## config.mk

```make
export PLATFORM = sky130hd
export DESIGN_NAME = ex_stage
export DESIGN_NICKNAME = d
export VERILOG_FILES = /design/src/rtl/ex_stage.sv
export SDC_FILE = /design/constraint.sdc
export NUM_CORES = 2
export LEC_CHECK = 0
export BUFFER_PORTS_ARGS = -buffer_cell sky130_fd_sc_hd__buf_4
export CELL_PAD_IN_SITES_DETAIL_PLACEMENT = 0
export CELL_PAD_IN_SITES_GLOBAL_PLACEMENT = 1
export CORE_MARGIN = 1.5
export CORE_UTILIZATION = 44
export DETAILED_ROUTE_END_ITERATION = 12
export PLACE_DENSITY_LB_ADDON = 0.1
export SKIP_CTS_REPAIR_TIMING = 1
export SYNTH_ARGS = -nofsm -noshare
export SYNTH_HDL_FRONTEND = slang
export SYNTH_SLANG_ARGS = --single-unit
```

## constraint.sdc

```tcl
create_clock -name clk -period 6.5 [get_ports clk]
set_input_delay 0.325 -clock clk [delete_from_list [all_inputs] [get_ports clk]]
set_output_delay 0.325 -clock clk [all_outputs]
set_load 0.02 [all_outputs]
```

## src/rtl/ex_stage.sv

```systemverilog
// Execute stage of the five-stage MIPS pipeline: operand select, ALU, data SRAM
// request, forwarding bus to decode, and a 32-step restoring divider owning HI/LO.
module ex_stage (
    input  logic         clk,
    input  logic         rst,
    input  logic [5:0]   stall,
    input  logic [158:0] id_to_ex_bus,
    output logic [75:0]  ex_to_mem_bus,
    output logic [37:0]  ex_to_rf_bus,
    output logic         data_sram_en,
    output logic [3:0]   data_sram_wen,
    output logic [31:0]  data_sram_addr,
    output logic [31:0]  data_sram_wdata,
    output logic         stallreq_for_ex,
    output logic [1:0]   div_state_dbg
);

    localparam logic STOP = 1'b1;

    typedef enum logic [1:0] {
        DIV_IDLE = 2'd0,
        DIV_BUSY = 2'd1,
        DIV_DONE = 2'd2
    } div_state_t;

    // Handshake: stallreq_for_ex is this stage's request to freeze the front of the
    // pipe; the stall vector is the grant. stall[2] Stop with stall[3] running
    // injects a bubble, both stopped holds id_r, stall[2] running loads a new op.
    logic [158:0] id_r;

    always_ff @(posedge clk) begin
        if (!rst) begin
            id_r <= '0;
        end else if (stall[2] == STOP && stall[3] != STOP) begin
            id_r <= '0;
        end else if (stall[2] != STOP) begin
            id_r <= id_to_ex_bus;
        end
    end

    logic [31:0] pc, inst, rdata1, rdata2;
    logic [11:0] alu_op;
    logic [2:0]  sel_alu_src1;
    logic [3:0]  sel_alu_src2;
    logic        data_ram_en, rf_we, sel_rf_res;
    logic [3:0]  data_ram_wen;
    logic [4:0]  rf_waddr;

    assign {pc, inst, alu_op, sel_alu_src1, sel_alu_src2, data_ram_en, data_ram_wen,
            rf_we, rf_waddr, sel_rf_res, rdata1, rdata2} = id_r;

    logic unused_ok;
    assign unused_ok = ^{inst[25:16], stall[5:4], stall[1:0]};

    logic [31:0] src1, src2, alu_result;

    always_comb begin
        src1 = '0;
        if (sel_alu_src1[0])      src1 = rdata1;
        else if (sel_alu_src1[1]) src1 = pc;
        else if (sel_alu_src1[2]) src1 = {27'b0, inst[10:6]};
    end

    always_comb begin
        src2 = '0;
        if (sel_alu_src2[0])      src2 = rdata2;
        else if (sel_alu_src2[1]) src2 = {{16{inst[15]}}, inst[15:0]};
        else if (sel_alu_src2[2]) src2 = 32'd8;
        else if (sel_alu_src2[3]) src2 = {16'b0, inst[15:0]};
    end

    // alu_op is one-hot, MSB = add down to LSB = lui
    always_comb begin
        alu_result = '0;
        if (alu_op[11])     alu_result = src1 + src2;
        else if (alu_op[10]) alu_result = src1 - src2;
        else if (alu_op[9])  alu_result = {31'b0, $signed(src1) < $signed(src2)};
        else if (alu_op[8])  alu_result = {31'b0, src1 < src2};
        else if (alu_op[7])  alu_result = src1 & src2;
        else if (alu_op[6])  alu_result = ~(src1 | src2);
        else if (alu_op[5])  alu_result = src1 | src2;
        else if (alu_op[4])  alu_result = src1 ^ src2;
        else if (alu_op[3])  alu_result = src2 << src1[4:0];
        else if (alu_op[2])  alu_result = src2 >> src1[4:0];
        else if (alu_op[1])  alu_result = $signed(src2) >>> src1[4:0];
        else if (alu_op[0])  alu_result = {src2[15:0], 16'b0};
    end

    logic is_special, op_mfhi, op_mflo, op_mthi, op_mtlo, op_div, op_divu, op_anydiv;
    assign is_special = (inst[31:26] == 6'b000000);
    assign op_mfhi    = is_special && (inst[5:0] == 6'b010000);
    assign op_mthi    = is_special && (inst[5:0] == 6'b010001);
    assign op_mflo    = is_special && (inst[5:0] == 6'b010010);
    assign op_mtlo    = is_special && (inst[5:0] == 6'b010011);
    assign op_div     = is_special && (inst[5:0] == 6'b011010);
    assign op_divu    = is_special && (inst[5:0] == 6'b011011);
    assign op_anydiv  = op_div || op_divu;

    div_state_t  state, state_n;
    logic [5:0]  cnt, cnt_n;
    logic [63:0] div_reg, div_reg_n;
    logic [31:0] divisor, divisor_n;
    logic        neg_q, neg_r, neg_q_n, neg_r_n;
    logic [31:0] hi, lo;

    logic [31:0] dividend_abs, divisor_abs;
    assign dividend_abs = (op_div && rdata1[31]) ? (32'd0 - rdata1) : rdata1;
    assign divisor_abs  = (op_div && rdata2[31]) ? (32'd0 - rdata2) : rdata2;

    // div_reg holds {remainder, quotient}; each step shifts one dividend bit in
    logic [32:0] partial, diff;
    assign partial = div_reg[63:31];
    assign diff    = partial - {1'b0, divisor};

    always_comb begin
        state_n   = state;
        cnt_n     = cnt;
        div_reg_n = div_reg;
        divisor_n = divisor;
        neg_q_n   = neg_q;
        neg_r_n   = neg_r;
        case (state)
            DIV_IDLE: begin
                if (op_anydiv) begin
                    cnt_n     = 6'd0;
                    divisor_n = divisor_abs;
                    if (rdata2 == 32'd0) begin
                        div_reg_n = {rdata1, 32'hFFFF_FFFF};
                        neg_q_n   = 1'b0;
                        neg_r_n   = 1'b0;
                        state_n   = DIV_DONE;
                    end else begin
                        div_reg_n = {32'd0, dividend_abs};
                        neg_q_n   = op_div && (rdata1[31] ^ rdata2[31]);
                        neg_r_n   = op_div && rdata1[31];
                        state_n   = DIV_BUSY;
                    end
                end
            end
            DIV_BUSY: begin
                if (!diff[32]) div_reg_n = {diff[31:0], div_reg[30:0], 1'b1};
                else           div_reg_n = {partial[31:0], div_reg[30:0], 1'b0};
                cnt_n = cnt + 6'd1;
                if (cnt == 6'd31) state_n = DIV_DONE;
            end
            DIV_DONE: begin
                if (stall[2] != STOP) state_n = DIV_IDLE;
            end
            default: state_n = DIV_IDLE;
        endcase
    end

    always_ff @(posedge clk) begin
        if (!rst) begin
            state   <= DIV_IDLE;
            cnt     <= '0;
            div_reg <= '0;
            divisor <= '0;
            neg_q   <= 1'b0;
            neg_r   <= 1'b0;
        end else begin
            state   <= state_n;
            cnt     <= cnt_n;
            div_reg <= div_reg_n;
            divisor <= divisor_n;
            neg_q   <= neg_q_n;
            neg_r   <= neg_r_n;
        end
    end

    logic [31:0] quo_fix, rem_fix;
    assign quo_fix = neg_q ? (32'd0 - div_reg[31:0])  : div_reg[31:0];
    assign rem_fix = neg_r ? (32'd0 - div_reg[63:32]) : div_reg[63:32];

    // A DONE write and MTHI/MTLO cannot coincide: both need their own op in id_r
    always_ff @(posedge clk) begin
        if (!rst) begin
            hi <= '0;
            lo <= '0;
        end else if (stall[2] != STOP) begin
            if (state == DIV_DONE) begin
                hi <= rem_fix;
                lo <= quo_fix;
            end else begin
                if (op_mthi) hi <= rdata1;
                if (op_mtlo) lo <= rdata1;
            end
        end
    end

    logic [31:0] ex_result;
    assign ex_result = op_mfhi ? hi : (op_mflo ? lo : alu_result);

    assign stallreq_for_ex = op_anydiv && (state != DIV_DONE);
    assign div_state_dbg   = state;

    assign data_sram_en    = data_ram_en;
    assign data_sram_wen   = data_ram_wen;
    assign data_sram_addr  = alu_result;
    assign data_sram_wdata = rdata2;

    assign ex_to_mem_bus = {pc, data_ram_en, data_ram_wen, sel_rf_res, rf_we, rf_waddr, ex_result};
    assign ex_to_rf_bus  = {rf_we, rf_waddr, ex_result};

endmodule

```

* Word level (Yosys, flattened, before mapping) *
Cells that the tools add are included.

cells by class
  order comparisons = 2
  muxes and demuxes = 42
  add/sub/neg operators = 8
  bitwise operators = 8
  equality and inequality tests = 13
  reduce and logical (&&, ||, !) cells = 24
  shift operators = 3

operator list
  kind                                                                   count
  32-bit two-way mux                                                     26
  64-bit two-way mux                                                     3
  64-bit case mux with 2 select lines                                    1
  1-bit by 32-bit subtractor with 32-bit output, first input constant    4
  32-bit < comparator                                                    2
  6-bit by 5-bit equality test with 1-bit output, second input constant  7
  33-bit by 32-bit subtractor with 33-bit output                         1
  32-bit adder                                                           1
  32-bit AND                                                             1
  32-bit zero test                                                       1
  16-bit two-way mux                                                     2
  32-bit NOT                                                             1
  32-bit bitwise OR                                                      1
  32-bit by 5-bit << shifter with 32-bit output                          1
  32-bit by 5-bit >> shifter with 32-bit output                          1
  32-bit by 5-bit >>> shifter with 32-bit output                         1
  32-bit subtractor                                                      1
  32-bit XOR                                                             1
  6-bit case mux with 2 select lines                                     1
  1-bit logical AND                                                      11
  2-bit two-way mux                                                      4
  2-bit != test, second input constant                                   4
  2-bit AND reduction                                                    4
  6-bit by 1-bit adder with 6-bit output, second input constant          1
  other kinds (14)                                                       19

storage, ports and cells
  register bits = 329
  logic and storage cells = 109
  output and inout bits = 186
  input port bits = 167

* Longest topological paths before layout *
  word-level depth = 18
  depth in mapped cells = 21
  gate-level depth less buffers = 16

* Least setup slack after synthesis *
Ideal clock, no wire load.

  kind = reg-to-output
  start = reg id_r[81]
  end = out ex_to_rf_bus[30]
  arrival time = 4913 ps
  slack = 1262 ps
  stages on the path, launching flop included = 21
  path buffers = 5
  required time = 6175 ps
  cell sequence = dfxtp_1 -> clkbuf_1 -> a21o_1 -> o21ai_1 -> buf_2 -> buf_2 -> buf_1 -> ha_1 -> inv_1 -> fa_1 -> nor2b_1 -> o21ai_0 -> a21oi_1 -> nor3b_1 -> a211oi_1 -> a21o_1 -> a41oi_1 -> xnor2_1 -> o211ai_1 -> o21a_1 -> buf_4

between the ends
  cells in the longest elaborated chain, start to end = 16
  elaborated cells on any way between the ends = 24
  classes of those cells = 2 x add/sub; 3 x shift; 15 x mux; 4 x bitwise

RTL lines
  what                                            RTL line  text
  start: declaration                              29        logic [158:0] id_r;
  start signal: assignment                        37        id_r <= id_to_ex_bus;
  32-bit two-way mux (*)                          60        else if (sel_alu_src1[1]) src1 = pc;
  32-bit two-way mux (*)                          59        if (sel_alu_src1[0]) src1 = rdata1;
  32-bit by 5-bit >>> shifter with 32-bit output  85        else if (alu_op[1]) alu_result = $signed(src2) >>> src1[4:0];
  32-bit two-way mux                              85
  32-bit two-way mux                              84        else if (alu_op[2]) alu_result = src2 >> src1[4:0];
  32-bit two-way mux                              83        else if (alu_op[3]) alu_result = src2 << src1[4:0];
  32-bit two-way mux                              82        else if (alu_op[4]) alu_result = src1 ^ src2;
  32-bit two-way mux                              81        else if (alu_op[5]) alu_result = src1 | src2;
  32-bit two-way mux                              80        else if (alu_op[6]) alu_result = ~(src1 | src2);
  32-bit two-way mux                              79        else if (alu_op[7]) alu_result = src1 & src2;
  32-bit two-way mux                              78        else if (alu_op[8]) alu_result = {31'b0, src1 < src2};
  32-bit two-way mux                              77        else if (alu_op[9]) alu_result = {31'b0, $signed(src1) < $signed(src2)};
  32-bit two-way mux                              76        else if (alu_op[10]) alu_result = src1 - src2;
  32-bit two-way mux (*)                          75        if (alu_op[11]) alu_result = src1 + src2;
  named net data_sram_addr[30]                    12        output logic [31:0] data_sram_addr,
  32-bit two-way mux (*) (2 in a row)             192       assign ex_result = op_mfhi ? hi : (op_mflo ? lo : alu_result);
  end: declaration                                9         output logic [37:0] ex_to_rf_bus,

Mark *: on every way through the listed nets, which the timed path passes. The rest lies on a longest branch.

* Worst setup path in the final report *
  start = reg id_r[76]
  end = out ex_to_rf_bus[31]

between the ends
  cells in the longest elaborated chain, start to end = 15
  elaborated cells on any way between the ends = 24
  classes of those cells = 2 x add/sub; 3 x shift; 15 x mux; 4 x bitwise

RTL lines
  what                                                                                  RTL line  text
  32-bit two-way mux (*)                                                                66        if (sel_alu_src2[0]) src2 = rdata2;
  32-bit by 5-bit >>> shifter with 32-bit output or 32-bit two-way mux (tied branches)  85, 86
  32-bit two-way mux                                                                    85
  32-bit two-way mux                                                                    84
  32-bit two-way mux                                                                    83
  32-bit two-way mux                                                                    82
  32-bit two-way mux                                                                    81
  32-bit two-way mux                                                                    80
  32-bit two-way mux                                                                    79
  32-bit two-way mux                                                                    78
  32-bit two-way mux                                                                    77
  32-bit two-way mux                                                                    76
  32-bit two-way mux (*)                                                                75
  32-bit two-way mux (*) (2 in a row)                                                   192

Mark *: on every way between the ends. The rest lies on a longest branch, timed or not.

==> implementation parameters <==
Parameter                              Value

Outcome
  Run status ... finished with violations
  Violated checks ... negative hold slack

Synthesis
  Syn Inst Count ... a little over 4000
  Mux cell area share after synthesis ... 8.009%
  Post-Synth XOR/XNOR Area ... 5.720%
  Count of warnings emitted by yosys ... 0
  Number of enable-type register cells in the synthesized netlist ... 0
  Top area cells in the synthesized netlist ... sky130_fd_sc_hd__dfxtp_1 21%, sky130_fd_sc_hd__mux2i_1 7.7%, sky130_fd_sc_hd__a21oi_1 6.1%
  Distinct cell type count after synthesis ... 91
  Sequential fraction of the synthesis area ... 21.28%
  Average footprint of a synthesized cell ... slightly above 7 sq um
  Adder-cell area share of the yosys netlist ... 5.786%
  Complex-gate fraction of the synthesized area ... 30.70%
  Largest family of logic cells by synthesized area ... compound AO/OA/AOI/OAI gates
  Top-area cell type share of the netlist area ... 21.28%
  Synthesized area ... 30010 sq um
  Area fraction in and, or, nand and nor cells after synthesis ... 19.05%
  Main synth FF type ... sky130_fd_sc_hd__dfxtp_1
  Total nets after synthesis ... about 4400
  Cell type with the largest total area after synthesis ... sky130_fd_sc_hd__dfxtp_1
  Fraction of registers with async set/reset ... 0%
  Post-synthesis sequential element count ... 319

Die
  Area inside the core boundary ... between 60000 and 70000 sq um
  Vert. Die Dim ... 264.2 um
  Horiz. Die Dim ... about 260 um
  Count of pins on the block boundary ... 353
  Initial standard-cell utilization of the core ... 44.53%
  Cell Rows ... 95
  Die Area ... 69790 sq um

STA
  Worst relative slew slack ... 12.23%
  Total negative slack for setup checks ... 0 ps
  Final Critical Period ... 6212 ps
  Transition time at the pin with the least slew margin ... 1305 ps
  PnR worst setup slack ... around 290 ps
  Final worst path period share ... 95.57%
  RSZ-0062 raised after global routing ... false
  Fin Hold WS ... -42.28 ps
  Setup clock skew after layout ... 33.45 ps
  Top achievable clock speed ... 161.0 MHz
  Final setup viols ... 0
  Final Hold Fails ... 55
  Final number of max-transition violations ... 0

GRT
  Global route overflow ... 0
  First-pass GRT wire length ... 207800 um
  GRT Resource Usage Total ... 39.76%
  Antenna violations before repair ... 4
  Largest net degree at the start of global routing ... 150
  Vias in the first global route ... 30230

Critical path
  Highest net fanout along the worst path ... 13
  Reg2Reg Capture Point ... div_reg[49]
  Nature of the critical path startpoint ... flop
  Worst R2R Start ... div_reg[31]
  Gate family responsible for the most delay along the worst path ... compound AO/OA/AOI/OAI gates
  Minimum setup slack among reg-to-reg paths ... between 1500 and 2000 ps
  Worst-path cell chain ... clkinv_1, buf_4, o211ai_1, nand2_1, ha_1, nor2_1, a221oi_1, nor4_1, o211ai_1, nand2_1, a221oi_1, o211ai_1, mux2i_1, nor4_1, a211oi_2, buf_4
  Buf/Inv on CP ... 3
  Most common cell type on the critical path ... sky130_fd_sc_hd__o211ai_1
  Worst Path Arrival ... 5890 ps
  Register-to-Register Path Depth ... 14
  Required arrival time at the worst endpoint ... 6170 ps
  Largest incremental delay on the critical path ... 620 ps
  Endpoint class of the critical path ... output pin
  Kind of critical path ... flop to output pin
  Cell with the biggest individual delay on the critical path ... sky130_fd_sc_hd__ha_1
  Crit. path cell count ... 16

Power
  Worst ir drop on vdd ... 0.0002633 V
  Static leakage ... 14.03 nW
  Total power divided by cell area ... 220.2 nW/um^2

Placement
  Port Buf Inserts ... 338
  Placed cells ... 5008
  Weighted congestion at the end of routability-driven global placement ... 1.083
  Placed wire-length estimate after detailed placement ... 109900 um
  Cell area after placement ... 32400 sq um
  Post-placement setup slack ... 883.5 ps

Min path
  Min-delay src ... id_to_ex_bus[57]
  Worst hold-check path type ... input pin to flop
  Worst min-delay path endpoint ... id_r[57]
  Cell depth of the worst min-delay path ... 3

Cells and area
  Max reg flops ... 149
  Final cell count without fillers ... around 5200
  Fin area ... 34640 sq um
  Share of post-route cells with drive strength above 1 ... 13.62%
  Number of nets in the finished design ... 4568
  Layout overhead on the synthesized area ... 15.42%

Drt
  Antenna violation net count after detailed routing ... 0
  Pre-Repair DR Iteration Count ... 8
  Detail-routed net length per standard cell ... 28.04 um
  Highest metal layer with signal wires ... met5
  Avg Vias per Cell ... 6.354
  Via count of the routed design ... 32850
  Total wirelength of the detailed-routed design ... ~150000 um
  Remaining design rule violation count ... 0
  Met2 Routed Length ... 64060 um
  Wire length on met3 ... 12100 um
  Violation count after the first detailed-route iteration ... approximately 3900
  Met1 WL ... roughly 58000 um

Clock network
  CTS buffer count ... 41
  Skew-Pair Late Insertion Delay ... 610 ps
  TritonCTS clock tree ... done
  Clock slew at reported path FFs ... 60 ps
  TritonCTS sink count ... 319
  Clock root buffer master ... sky130_fd_sc_hd__clkbuf_16
  CTS max path bufs ... 3
  CTS H-Tree Depth ... 2

Job
  Count of max-cap constraint violations ... 0
==> power breakdown <==
group	switching [mW]	internal (mW)	total [mW]
clock network	1.02	1.38	2.40
logic	1.93	1.15	3.08
registers	0.127	2.02	2.15
==> kinds of logic (layout without fill, tap and decap cells) <==
group,after synthesis,after routing
flops,319,319
mux,239,239
xor+xnor,196,196
buf+inv,619,773
fa+ha+maj,137,137
other cells,0,4
simple gates,1239,1239
compound gates,1391,1391
==> worst max-delay path by stage <==
stage,startpoint,to,slack (ps)
floorplan,id_r[81],ex_to_rf_bus[30],1260
global placement,id_r[76],ex_to_rf_bus[31],960
detailed placement,id_r[76],ex_to_rf_bus[31],880
CTS,id_r[76],ex_to_rf_bus[31],230
global route,id_r[76],ex_to_mem_bus[30],70
finish,id_r[76],ex_to_rf_bus[31],290
==> area by class of cell <==
| class | instances | area, sq um |
|---|---|---|
| antenna | 4 | 10.01 |
| fill | 6817 | 32760 |
| timing repair buffer | 540 | 4287 |
| multi-input combinational | 3202 | 20890 |
| tap | 873 | 1092 |
| clock inverter | 16 | 209.0 |
| clock buffer | 57 | 1157 |
| sequential | 319 | 6392 |
| inverter | 160 | 600.6 |
==> metal layers <==
layer | up-vias | track usage, %
met5 | - | 0
met4 | 2 | 25.37
met3 | 365 | 7.103
met2 | 1625 | 62.51
met1 | 15680 | 50.14
li1 | 15180 | -
==> cell usage in the layout (no fill, tap or decap), types with 77 or more instances in the layout <==
master                            n
sky130_fd_sc_hd__dlygate4sd3_1   85
sky130_fd_sc_hd__a21oi_1        368
sky130_fd_sc_hd__mux2i_1        230
sky130_fd_sc_hd__nor3_1          77
sky130_fd_sc_hd__ha_1           134
sky130_fd_sc_hd__nor2b_1         84
sky130_fd_sc_hd__nand3_1        110
sky130_fd_sc_hd__a211oi_1       153
sky130_fd_sc_hd__inv_1          150
sky130_fd_sc_hd__xnor2_1        111
sky130_fd_sc_hd__o21ai_0        230
sky130_fd_sc_hd__nor2_1         443
sky130_fd_sc_hd__buf_4          453
sky130_fd_sc_hd__xor2_1          84
sky130_fd_sc_hd__nand2_1        329
sky130_fd_sc_hd__o211ai_1        98
sky130_fd_sc_hd__dfxtp_1        314
==> synth_stat cells, types with 10 or more instances <==
| cell type | instances |
|---|---|
| sky130_fd_sc_hd__nor2b_1 | 85 |
| sky130_fd_sc_hd__nand2_1 | 330 |
| sky130_fd_sc_hd__buf_4 | 119 |
| sky130_fd_sc_hd__a2111oi_0 | 14 |
| sky130_fd_sc_hd__o211ai_1 | 98 |
| sky130_fd_sc_hd__ha_1 | 134 |
| sky130_fd_sc_hd__o21ai_0 | 230 |
| sky130_fd_sc_hd__a22oi_1 | 45 |
| sky130_fd_sc_hd__xor2_1 | 84 |
| sky130_fd_sc_hd__a221oi_1 | 45 |
| sky130_fd_sc_hd__nor2_1 | 447 |
| sky130_fd_sc_hd__xnor2_1 | 112 |
| sky130_fd_sc_hd__a211oi_1 | 154 |
| sky130_fd_sc_hd__a21o_1 | 31 |
| sky130_fd_sc_hd__a31oi_1 | 64 |
| sky130_fd_sc_hd__dfxtp_1 | 319 |
| sky130_fd_sc_hd__nand2b_1 | 28 |
| sky130_fd_sc_hd__or4_1 | 10 |
| sky130_fd_sc_hd__o21a_1 | 49 |
| sky130_fd_sc_hd__a311oi_1 | 12 |
| sky130_fd_sc_hd__inv_1 | 151 |
| sky130_fd_sc_hd__a211o_1 | 18 |
| sky130_fd_sc_hd__o21bai_1 | 18 |
| sky130_fd_sc_hd__or3_1 | 20 |
| sky130_fd_sc_hd__and2_1 | 17 |
| sky130_fd_sc_hd__buf_2 | 47 |
| sky130_fd_sc_hd__a21oi_1 | 368 |
| sky130_fd_sc_hd__o221ai_1 | 12 |
| sky130_fd_sc_hd__a32o_1 | 11 |
| sky130_fd_sc_hd__clkbuf_1 | 260 |
| sky130_fd_sc_hd__buf_1 | 29 |
| sky130_fd_sc_hd__nand4_1 | 18 |
| sky130_fd_sc_hd__o31ai_1 | 59 |
| sky130_fd_sc_hd__nor4_1 | 33 |
| sky130_fd_sc_hd__and3_1 | 15 |
| sky130_fd_sc_hd__o22ai_1 | 15 |
| sky130_fd_sc_hd__nand3_1 | 110 |
| sky130_fd_sc_hd__nor3_1 | 78 |
| sky130_fd_sc_hd__o41ai_1 | 17 |
| sky130_fd_sc_hd__a22o_1 | 32 |
| sky130_fd_sc_hd__mux2i_1 | 230 |
| sky130_fd_sc_hd__a21boi_0 | 17 |
==> per-stage QoR <==
step	util (%)	total power, mW
floorplan	-	4.165
global placement	48.07	5.146
detailed placement	48.07	5.135
CTS	50.10	7.534
global route	51.39	7.900
finish	51.40	7.627
==> worst min-delay path, stage by stage <==
cell	delay [ps]
sky130_fd_sc_hd__buf_4	80
sky130_fd_sc_hd__mux2i_1	50
sky130_fd_sc_hd__nor2_1	70
Power figures use the tool's default switching activity.
